===== src/rtl/key_event_pkg.sv =====
// Shared constants for the key event block: FSM state codes, default timing and a
// constant-evaluable ceil(log2) used to size counters.
package key_event_pkg;

    localparam logic [1:0] ST_IDLE  = 2'd0;
    localparam logic [1:0] ST_PRESS = 2'd1;
    localparam logic [1:0] ST_HOLD  = 2'd2;

    localparam int DEF_TICK_DIV  = 50000;
    localparam int DEF_LONG_MS   = 1000;
    localparam int DEF_REPEAT_MS = 200;

    // Bits needed to hold 0..value-1; never less than one bit.
    function automatic int clog2(input int value);
        int result;
        int rem;
        result = 0;
        rem    = value - 1;
        while (rem > 0) begin
            result = result + 1;
            rem    = rem >> 1;
        end
        return (result < 1) ? 1 : result;
    endfunction

endpackage


===== src/rtl/key_event_fsm.sv =====
// One key's classifier: turns a synchronised level into short / long / repeat pulses
// plus a long-hold level, timed by the shared millisecond tick.
module key_event_fsm
    import key_event_pkg::*;
#(
    parameter int LONG_MS   = DEF_LONG_MS,
    parameter int REPEAT_MS = DEF_REPEAT_MS
) (
    input  logic clk,
    input  logic rst_n,
    input  logic tick,
    input  logic level,
    output logic key_short,
    output logic key_long,
    output logic key_rep,
    output logic key_held
);

    localparam int CNT_MAX_MS = (LONG_MS > REPEAT_MS) ? LONG_MS : REPEAT_MS;
    localparam int CNT_W      = clog2(CNT_MAX_MS + 1);

    localparam logic [CNT_W-1:0] CNT_SAT   = '1;
    localparam logic [CNT_W-1:0] LONG_LAST = CNT_W'(LONG_MS - 1);
    localparam logic [CNT_W-1:0] REP_LAST  = CNT_W'(REPEAT_MS - 1);

    logic             lvl_q, lvl_d;
    logic [1:0]       state_q, state_d;
    logic [CNT_W-1:0] cnt_q, cnt_d;
    logic             short_q, short_d;
    logic             long_q, long_d;
    logic             rep_q, rep_d;
    logic             held_q, held_d;

    // The registered level is the edge-detect stage: IDLE is only ever entered with the
    // level low (or from reset), so seeing it high there is a rising edge.
    // An event fires on the tick that makes the counter reach its target.
    always_comb begin
        lvl_d   = level;
        state_d = state_q;
        cnt_d   = (tick && (cnt_q != CNT_SAT)) ? cnt_q + CNT_W'(1) : cnt_q;
        short_d = 1'b0;
        long_d  = 1'b0;
        rep_d   = 1'b0;
        case (state_q)
            ST_IDLE: begin
                cnt_d = '0;
                if (lvl_q) begin
                    state_d = ST_PRESS;
                end
            end
            ST_PRESS: begin
                if (!lvl_q) begin
                    short_d = 1'b1;
                    state_d = ST_IDLE;
                    cnt_d   = '0;
                end else if (tick && (cnt_q == LONG_LAST)) begin
                    long_d  = 1'b1;
                    state_d = ST_HOLD;
                    cnt_d   = '0;
                end
            end
            ST_HOLD: begin
                if (!lvl_q) begin
                    state_d = ST_IDLE;
                    cnt_d   = '0;
                end else if (tick && (cnt_q == REP_LAST)) begin
                    rep_d = 1'b1;
                    cnt_d = '0;
                end
            end
            default: begin
                state_d = ST_IDLE;
                cnt_d   = '0;
            end
        endcase
        held_d = (state_d == ST_HOLD);
    end

    always_ff @(posedge clk or negedge rst_n) begin
        if (!rst_n) begin
            lvl_q   <= 1'b0;
            state_q <= ST_IDLE;
            cnt_q   <= '0;
            short_q <= 1'b0;
            long_q  <= 1'b0;
            rep_q   <= 1'b0;
            held_q  <= 1'b0;
        end else begin
            lvl_q   <= lvl_d;
            state_q <= state_d;
            cnt_q   <= cnt_d;
            short_q <= short_d;
            long_q  <= long_d;
            rep_q   <= rep_d;
            held_q  <= held_d;
        end
    end

    assign key_short = short_q;
    assign key_long  = long_q;
    assign key_rep   = rep_q;
    assign key_held  = held_q;

endmodule


===== src/rtl/key_event.sv =====
// Key event top: shared millisecond prescaler, per-key 2-flop synchronisers and one
// classifier per key.
module key_event
    import key_event_pkg::*;
#(
    parameter int NUM_KEYS  = 2,
    parameter int TICK_DIV  = DEF_TICK_DIV,
    parameter int LONG_MS   = DEF_LONG_MS,
    parameter int REPEAT_MS = DEF_REPEAT_MS
) (
    input  logic                Sys_CLK,
    input  logic                Sys_RST_N,
    input  logic [NUM_KEYS-1:0] Key_In,
    output logic [NUM_KEYS-1:0] Key_Short,
    output logic [NUM_KEYS-1:0] Key_Long,
    output logic [NUM_KEYS-1:0] Key_Rep,
    output logic [NUM_KEYS-1:0] Key_Held
);

    localparam int                 PRESC_W   = clog2(TICK_DIV);
    localparam logic [PRESC_W-1:0] PRESC_MAX = PRESC_W'(TICK_DIV - 1);

    logic [PRESC_W-1:0]  presc_q, presc_d;
    logic                tick;
    logic [NUM_KEYS-1:0] sync1_q, sync1_d;
    logic [NUM_KEYS-1:0] sync2_q, sync2_d;

    always_comb begin
        tick    = (presc_q == PRESC_MAX);
        presc_d = tick ? '0 : presc_q + PRESC_W'(1);
        sync1_d = Key_In;
        sync2_d = sync1_q;
    end

    always_ff @(posedge Sys_CLK or negedge Sys_RST_N) begin
        if (!Sys_RST_N) begin
            presc_q <= '0;
            sync1_q <= '0;
            sync2_q <= '0;
        end else begin
            presc_q <= presc_d;
            sync1_q <= sync1_d;
            sync2_q <= sync2_d;
        end
    end

    for (genvar i = 0; i < NUM_KEYS; i++) begin : g_key
        key_event_fsm #(
            .LONG_MS   (LONG_MS),
            .REPEAT_MS (REPEAT_MS)
        ) u_fsm (
            .clk       (Sys_CLK),
            .rst_n     (Sys_RST_N),
            .tick      (tick),
            .level     (sync2_q[i]),
            .key_short (Key_Short[i]),
            .key_long  (Key_Long[i]),
            .key_rep   (Key_Rep[i]),
            .key_held  (Key_Held[i])
        );
    end

endmodule


===== config.mk =====
export PLATFORM = sky130hd
export DESIGN_NAME = key_event
export DESIGN_NICKNAME = d
export VERILOG_FILES = /design/src/rtl/key_event_pkg.sv /design/src/rtl/key_event_fsm.sv /design/src/rtl/key_event.sv
export SDC_FILE = /design/constraint.sdc
export NUM_CORES = 1
export LEC_CHECK = 0
export CAP_MARGIN = 0
export CORE_AREA = 2 2 63 125
export DETAILED_ROUTE_END_ITERATION = 10
export DIE_AREA = 0 0 65 127
export MAX_ROUTING_LAYER = met4
export PLACE_DENSITY = 0.64
export SYNTH_ARGS = -nofsm -noshare
export SYNTH_HDL_FRONTEND = slang
export SYNTH_SLANG_ARGS = --single-unit

===== constraint.sdc =====
create_clock -name Sys_CLK -period 1.7 [get_ports Sys_CLK]
set_input_delay 0.17 -clock Sys_CLK [delete_from_list [all_inputs] [get_ports Sys_CLK]]
set_output_delay 0.17 -clock Sys_CLK [all_outputs]
set_load 0.02 [all_outputs]

Word level (Yosys, flattened, before mapping):

Cells that the tools add are included.

* equal/unequal tests: 13
* mux-type cells: 39
* reduce and logical (&&, ||, !) cells: 8
* add/sub/neg operators: 3

Operator list (count)
* 10-bit two-way mux: 10
* 10-bit one-hot mux with 2 select lines: 2
* 10-bit by 1-bit adder with 10-bit output, second input constant: 2
* 10-bit equality test, second input constant: 2
* 10-bit by 8-bit equality test with 1-bit output, second input constant: 2
* 10-bit != test, second input constant: 2
* 16-bit by 1-bit adder with 16-bit output, second input constant: 1
* 16-bit equality test, second input constant: 1
* 1-bit two-way mux: 16
* 16-bit two-way mux: 1
* 2-bit two-way mux: 8
* 2-bit one-hot mux with 3 select lines: 2
* 2-bit equality test, second input constant: 4
* 1-bit logical AND: 6
* 2-bit by 1-bit equality test with 1-bit output, second input constant: 2
* 2-bit zero test: 2

* output and inout bits: 8
* bits of input ports: 4
* flip-flop bits (word level): 54
* logic and storage cells: 80

Longest topological paths before layout:

Gate-level depths: netlist of the first run.

* depth in word-level cells: 6
* depth in mapped cells: 8
* gate-level depth less buffers: 7

Cells and area by module:

From an unflattened synthesis of the first run, not the netlist that was laid out.

* cell total of the unflattened synthesis: 261
* area total of the unflattened synthesis: 2766.4 um^2

Modules (own cells, without submodules)
* key_event_fsm: cells each 95, area each 952.2 um^2, seq. area each 425.4 um^2, times used 2
* key_event: cells each 71, area each 862.1 um^2, seq. area each 500.5 um^2, times used 1

Least setup slack after synthesis of the first run:

Ideal clock, no wire load.

* path type: flip-flop to flip-flop
* from: register presc_q[0]
* to: register g_key[0].u_fsm.cnt_q[0]
* library setup time: 136 ps
* data required time: 1564 ps
* data arrival time: 1680 ps
* slack: -115 ps
* cell stages (with the launch flop): 8
* period minus slack after synthesis: 1815 ps
* buffers on the path: 1
* cell sequence: dfrtp_1 ha_1 and3_1 and4_1 buf_2 nand4_1 a41oi_2 nor2_1

* word-level cells in the longest chain between the ends: 6
* elaborated cells between the ends (all ways): 10
* classes of those cells: 1 x eq/ne; 6 x mux; 3 x reduce/logical

Ends and longest elaborated chain
* start, declared: line key_event.sv:23 `logic [PRESC_W-1:0] presc_q, presc_d;`
* start signal, assigned: line key_event.sv:41 `presc_q <= presc_d;`
* 16-bit equality test *: line key_event.sv:29 `tick = (presc_q == PRESC_MAX);`
* 1-bit logical AND: line key_event_fsm.sv:40 `cnt_d = (tick && (cnt_q != CNT_SAT)) ? cnt_q + CNT_W'(1) : cnt_q;`
* 10-bit two-way mux: line key_event_fsm.sv:40
* 10-bit two-way mux, on equally long branches: line key_event_fsm.sv:66, key_event_fsm.sv:56
* 10-bit two-way mux, on equally long branches: line key_event_fsm.sv:63, key_event_fsm.sv:52
* 10-bit one-hot mux with 2 select lines *: line key_event_fsm.sv:44 `case (state_q)`
* named net g_key[0].u_fsm.cnt_d[0]: line key_event_fsm.sv:28 `logic [CNT_W-1:0] cnt_q, cnt_d;`
* end signal, assigned: line key_event_fsm.sv:91 `cnt_q <= cnt_d;`
* end, declared: line key_event_fsm.sv:28

Mark *: on every way through the listed nets, which the timed path passes. The rest lies on a longest branch.

Final worst setup path of the first run:

* from: register presc_q[7]
* to: register g_key[1].u_fsm.cnt_q[9]

* word-level cells in the longest chain between the ends: 6
* elaborated cells between the ends (all ways): 10
* classes of those cells: 1 x eq/ne; 6 x mux; 3 x reduce/logical

Ends and longest elaborated chain (line)
* 16-bit equality test *: key_event.sv:29
* 1-bit logical AND: key_event_fsm.sv:40
* 10-bit two-way mux: key_event_fsm.sv:40
* 10-bit two-way mux, on equally long branches: key_event_fsm.sv:66, key_event_fsm.sv:56
* 10-bit two-way mux, on equally long branches: key_event_fsm.sv:63, key_event_fsm.sv:52
* 10-bit one-hot mux with 2 select lines *: key_event_fsm.sv:44
* named net g_key[1].u_fsm.cnt_d[9]: key_event_fsm.sv:28
* end signal, assigned: key_event_fsm.sv:91
* end, declared: key_event_fsm.sv:28

Marked as above.

==> results of run 1 <==
[kinds of logic after synthesis]
family	count (synthesis)	synth area share (%)
DFF	54	50.05
adders and majority gates	11	5.097
buffers and inverters	23	4.495
AOI/OAI and AO/OA	28	6.719
xor gates and xnor gates	25	8.109
and+or+nand+nor	125	25.16
muxes	1	0.3707
[critical path, cell delays in order (launching register included)]
cell,delay (ns)
dfrtp_1,0.41
nor4b_4,0.31
nand4_1,0.15
buf_6,0.17
buf_8,0.14
nor4_4,0.29
and3_1,0.19
nor3_1,0.05
[state kept, by name, summed over array words and instances, names as in the netlist]
signal / flops
g_key.u_fsm.key_long: 2
g_key.u_fsm.key_held: 2
g_key.u_fsm.cnt_q: 20
sync2_q: 2
g_key.u_fsm.key_rep: 2
g_key.u_fsm.key_short: 2
presc_q: 16
g_key.u_fsm.lvl_q: 2
sync1_q: 2
g_key.u_fsm.state_q: 4
[routing by layer]
metal | routed length (µm) | vias up | part of all wire (%) | GRT usage [%]
li1 | - | 1076 | - | -
met1 | 2260 | 1098 | 36 | 17.02
met2 | 3683 | 44 | 58 | 31.66
met3 | 142 | 22 | 2.2 | 1.937
met4 | 229 | 0 | 3.6 | 9.011
met5 | 0 | - | 0 | -
[cell usage after synthesis]
master	n	area (µm²)
nor2b_1	2	12.51
nor4_1	10	62.56
and4b_1	1	10.01
nor2_1	30	112.6
a21oi_1	9	45.04
inv_1	9	33.78
and4bb_2	2	25.02
nor4b_2	1	15.01
nor4bb_1	1	10.01
nor3b_1	1	7.510
a31oi_1	5	31.28
buf_4	8	60.06
xnor2_1	9	78.83
nand2_1	17	63.81
or2_2	3	18.77
o21ai_0	5	25.02
and2_1	1	6.260
o21a_1	2	15.01
nand2b_1	1	6.260
o31ai_1	1	7.510
nand4_1	10	62.56
a311oi_1	1	8.760
and3_1	10	62.56
o2bb2ai_1	1	8.760
mux2i_1	1	10.01
nor3_1	9	45.04
clkbuf_1	2	7.510
or3_1	3	18.77
buf_2	4	20.02
nand4bb_1	1	11.26
and3b_1	1	8.760
nand3_1	17	85.08
ha_1	11	137.6
xor2_1	16	140.1
a211oi_1	1	7.510
a41oi_2	1	16.27
and4_1	4	35.03
a211o_1	1	8.760
o21bai_1	1	7.510
dfrtp_1	54	1351
[worst max path at each step]
stage / from / slack (ns) / to / depth (start not counted)
after floorplan: presc_q[0] / -0.02 / g_key[0].u_fsm.cnt_q[1] / 7
after global placement: presc_q[7] / -0.15 / g_key[0].u_fsm.cnt_q[9] / 6
after detailed placement: presc_q[7] / -0.24 / g_key[0].u_fsm.cnt_q[9] / 6
after CTS: presc_q[1] / -0.09 / g_key[1].u_fsm.cnt_q[4] / 8
after global routing: presc_q[7] / -0.18 / g_key[1].u_fsm.cnt_q[9] / 7
final: presc_q[7] / -0.12 / g_key[1].u_fsm.cnt_q[9] / 7
[per-stage QoR]
| step | instances | hold slack (ns) | setup slack [ns] |
|---|---|---|---|
| floorplan | 267 | -0.1256 | -0.02132 |
| global placement | 414 | 0.1670 | -0.1457 |
| detailed placement | 414 | 0.1773 | -0.2425 |
| CTS | 428 | 0.3052 | -0.08636 |
| global route | 432 | 0.3168 | -0.1796 |
| finish | 432 | 0.3188 | -0.1155 |
[layout make-up]
class                      instances  area (µm²)  area share [%]
clock buffer                       6       128.9           3.390
clock inverter                     2       37.54          0.9875
inverter                           9       33.78          0.8887
multi-input combinational        190        1450           38.15
sequential                        54        1351           35.55
tap                               92       115.1           3.028
timing repair buffer              79       684.4           18.01
[what timing repair did]
action,4_1_cts,5_1_grt
hold buffers,1,0
endpoints found under the hold margin,18,0
gates resized for setup,33,19
setup buffers,5,4
setup endpoints to repair,26,27
pin swaps,14,8
[power groups by stage]
| stage | sequential, µW | combinational, µW | clock [µW] |
|---|---|---|---|
| finish | 1360 | 516 | 1150 |
| global route | 1360 | 575 | 1230 |
| CTS | 1370 | 485 | 1170 |
| detailed placement | 1390 | 462 | 0 |
| global placement | 1390 | 454 | 0 |
| floorplan | 1380 | 261 | 0 |
==> flow_summary.yaml, run 1 <==
global_route:
  grt_pass1_vias: 2391
  gr-total-overflow: 0
  antenna_found_initial: 0
  grt_pass1_wl_um: 10740
  grt_max_degree: 24
  grtUsageTotal_pct: 17.13
timing:
  slew_headroom_pct: 55.56
  hold_viol: 0
  maxClockFrequency_mhz: 550.8
  worst_slew_pin_slew_ns: 0.6606
  setup_slack_ns: -0.1155
  setup_tns_ns: -1.322
  period_minus_slack_ns: 1.815
  timing.final.crit_share_pct: 106.8
  finalClockSkew_ns: 0.004069
  rsz0062_at_grt: "true"
  final-setup-viol-count: 21
  finalMaxSlewViolations: 0
worst_setup_path:
  worst-path-max-fanout: 6
  cp.required_ns: 1.89
  cp-start-kind: "flip-flop"
  path_class: "reg2reg"
  r2r_cells: 7
  cp.arrival_ns: 2.00
  timing.rr.start: "presc_q[7]"
  cp-end-kind: "flip-flop"
  r2r_setup_slack_ns: -0.12
  timing.rr.end: "g_key[1].u_fsm.cnt_q[9]"
synthesis:
  yosysSeqAreaShare_pct: 50.05
  syn-cell-area_mm2: 0.002700
  postSynthRegisterBits: 54
  synthDistinctLibCells: 40
  netlist_instances: 267
  yosysWarnings: 0
  syn-num-nets: 282
  synth_area_per_cell_um2: 10.11
power:
  power.density_mw_per_mm2: 795.1
  p_int_uw: 2266
  power_frac_seq_pct: 45.0
  ir_drop_mv: 0.3588
  p_leak_uw: 0.001679
  power.switching_uw: 756.0
  netSwitchingFraction_pct: 25.01
  clkPwrFrac_pct: 37.9
  combPwrFrac_pct: 17.1
  finalPower_uw: 3022
worst_hold_path:
  min_path_cells: 1
  min_from: "Key_In[0]"
  hold_end: "sync1_q[0]"
  min_path_type: "in2reg"
floorplan:
  io_pins: 12
  rows: 44
  die_area_mm2: 0.008255
  initial_core_util_pct: 37.44
  die_x_um: 65
  fp.dieH_um: 127
  core_area_mm2: 0.007212
route:
  wl_um: 6315
  via_per_inst: 5.185
  drtAntennaViolNets: 0
  first_pass_iters: 4
  num_vias: 2240
  post-route-drc-count: 0
  wire_per_inst_um: 14.62
  first_iter_violations: 124
layout:
  nets: 354
  final_common_cell: "buf_4"
  insertedDiodeCount: 0
  drive_gt1_share_pct: 33.53
  final_util_pct: 52.71
  final_area_mm2: 0.003801
  layout_common_cells: "56 x buf_4, 54 x dfrtp_1, 23 x nor2_1"
  fillers: 611
  syn_to_final_growth_pct: 40.78
cts:
  cts_buffers: 5
  h-tree-depth: 2
  clock_tree.root_cell: "clkbuf_16"
  tritoncts: "done"
  clk_latency_ns: 0.29
  path_clk_slew_ns: 0.07
  numClockSinks: 54
  max-clock-path-buffers: 2
placement:
  io_buffers: 11
  gp_congestion: 0.9683
  postPlaceCellArea_mm2: 0.003318
  post-dp-hpwl_um: 4526
status:
  outcome: "complete, but fails checks"
  failed_checks: "setup timing"
flow_run:
  drv_cap: 0
(Power assumes the default switching activity.)
==> run 2: changes to the inputs <==
==> constraint.sdc (replaced) <==
create_clock -name Sys_CLK -period 1.7 [get_ports Sys_CLK]
set_input_delay 0.17 -clock Sys_CLK [delete_from_list [all_inputs] [get_ports Sys_CLK]]
set_output_delay 0.17 -clock Sys_CLK [all_outputs]
set_load 0.1 [all_outputs]
==> run 2 against run 1 <==
Compared with the run above:
- largest power group unchanged
- combinational power increased by 14%
- global-route usage decreased by 0.060 points
- the run still ends with setup timing left
- non-clock buffer count is the same
- critical endpoint is now g_key[1].u_fsm.cnt_q[4]
- sequential power about the same
- clock skew is 0.0031 ns higher
- flip-flop and latch count unchanged
- highest routed layer unchanged
- utilization shrank 0.57 points
- sequential share of layout area is 0.39 points higher
- final area fell by 1.1%
- die area unchanged
- register-to-register slack is essentially flat
==> flow_summary.yaml, run 2 (synthesized netlist as in run 1, its figures left out) <==
worst_setup_path:
  crit_end: "g_key[1].u_fsm.cnt_q[4]"
  worst-path-max-fanout: 5
  timing.rr.end: "g_key[1].u_fsm.cnt_q[4]"
  cp-end-kind: "flip-flop"
  r2r_setup_slack_ns: -0.11
  crit_start: "presc_q[1]"
  r2r_cells: 8
  path_class: "reg2reg"
  timing.rr.start: "presc_q[1]"
  cp.arrival_ns: 2.00
  cp.required_ns: 1.89
  cp-start-kind: "flip-flop"
cts:
  path_clk_slew_ns: 0.07
  numClockSinks: 54
  clk_latency_ns: 0.29
  tritoncts: "done"
  max-clock-path-buffers: 2
  cts_buffers: 5
  h-tree-depth: 2
  clock_tree.root_cell: "clkbuf_16"
placement:
  postPlaceCellArea_mm2: 0.003283
  io_buffers: 11
  gp_congestion: 0.9126
  post-dp-hpwl_um: 4532
  dp_cells: 412
timing:
  finalClockSkew_ns: 0.007193
  rsz0062_at_grt: "true"
  setup_tns_ns: -0.8840
  maxClockFrequency_mhz: 551.6
  final-setup-viol-count: 21
  setup_slack_ns: -0.1128
  worst_slew_pin_slew_ns: 0.5128
  period_minus_slack_ns: 1.813
  hold_slack_ns: 0.3124
  hold_viol: 0
  timing.final.crit_share_pct: 106.6
  slew_headroom_pct: 65.81
  finalMaxSlewViolations: 0
status:
  failed_checks: "setup timing"
  outcome: "complete, but fails checks"
layout:
  largest_reg_flops: 20
  final_area_mm2: 0.003760
  drive_gt1_share_pct: 37.46
  register_area_mm2: 0.001351
  multi_input_area_mm2: 0.001471
  final_util_pct: 52.13
  fillers: 643
  layout_common_cells: "66 x buf_4, 54 x dfrtp_1, 23 x nor2_1"
  insertedDiodeCount: 0
  stdcell_count: 431
  top_regs: "g_key.u_fsm.cnt_q (20), presc_q (16), g_key.u_fsm.state_q (4)"
  final_common_cell: "buf_4"
  regMostFlops: "g_key.u_fsm.cnt_q"
  syn_to_final_growth_pct: 39.25
  nets: 354
global_route:
  grtUsageTotal_pct: 17.07
  grt_busiest_layer: "met2"
  gr-total-overflow: 0
  grtUsageMet2_pct: 32.57
  antenna_found_initial: 0
  grt_max_degree: 22
  grtUsageMet1_pct: 16.15
  grtUsageMet3_pct: 2.729
  grt_pass1_wl_um: 10690
  grt_pass1_vias: 2434
power:
  p_leak_uw: 0.001674
  power.density_mw_per_mm2: 779.6
  ir_drop_mv: 0.3533
worst_hold_path:
  min_path_type: "in2reg"
floorplan:
  initial_core_util_pct: 37.44
  fp.dieH_um: 127
  die_area_mm2: 0.008255
  rows: 44
  core_area_mm2: 0.007212
  io_pins: 12
  die_x_um: 65
route:
  wl_um: 6263
  via_per_inst: 5.248
  first_pass_iters: 5
  drtAntennaViolNets: 0
  wire_per_inst_um: 14.53
  post-route-drc-count: 0
  first_iter_violations: 131
  num_vias: 2262
flow_run:
  drv_cap: 0
## run 2: changes by cell type in the layout (fill, tap and decap cells not counted), moves of 2 or more
cell / change
nor2_2: +2
clkinv_2: +2
nor3_1: -4
nor2_4: -2
buf_4: +10
clkdlybuf4s50_1: -8
nor3_2: +4
## run 2: worst min-delay path by stage
stage                     startpoint                 endpoint  slack (ns)  cells past startpoint
after global routing       Key_In[1]               sync1_q[1]        0.31                      1
after detailed placement   Sys_RST_N               sync1_q[0]        0.17                      1
after CTS                  Key_In[0]               sync1_q[0]        0.31                      1
after global placement     Sys_RST_N               sync1_q[0]        0.17                      1
final                      Key_In[1]               sync1_q[1]        0.31                      1
after floorplan            Sys_RST_N  g_key[0].u_fsm.cnt_q[0]       -0.13                      0
## run 2: area by class of cell
type                            count  area share [%]
Clock buffer                        5           3.328
Clock inverter                      2          0.2662
Inverter                            9          0.8985
Multi-Input combinational cell    190           39.13
Sequential cell                    54           35.94
Tap cell                           92           3.062
Timing Repair Buffer               79           17.37
## run 2: repair_timing
item / CTS / global route
gates cloned: 0 / 0
hold endpoints to repair: 18 / 0
setup endpoints to repair: 24 / 28
gates resized for setup: 30 / 20
hold buffers: 1 / 0
buffers inserted: 6 / 5
pin swaps: 14 / 13
## run 2: worst max-delay path: stages, from the launching register on
cell and delay [ns]:
dfrtp_1 0.39, ha_2 0.19, and3_4 0.15, nand4_1 0.12
buf_6 0.15, nor3_2 0.06, a211o_1 0.30, buf_6 0.15
a311oi_2 0.20
## run 2: metal layers
metal,routed length (µm),up-vias
li1,-,1077
met5,0,-
met2,3730,37
met3,129,16
met1,2187,1132
met4,215,0
## run 2: power breakdown
group	switching (µW)	internal, µW
sequential	35.9	1330
clock	445	533
combinational	360	228
total	841	2090
## run 2: metrics by stage
step,worst slack (ns),total power (µW)
floorplan,-0.02132,1727
CTS,-0.09109,2936
global placement,-0.1367,1914
detailed placement,-0.1799,1926
finish,-0.1128,2931
global route,-0.1955,3072
==> run 3: changes to the inputs <==
--- a/config.mk
+++ b/config.mk
@@ -5,7 +5,6 @@
 export SDC_FILE = /design/constraint.sdc
 export NUM_CORES = 1
 export LEC_CHECK = 0
-export CAP_MARGIN = 0
 export CORE_AREA = 2 2 63 125
 export DETAILED_ROUTE_END_ITERATION = 10
 export DIE_AREA = 0 0 65 127
==> results of run 3 <==
Same layout as run 2: the final DEF is identical, and so are final timing and power.
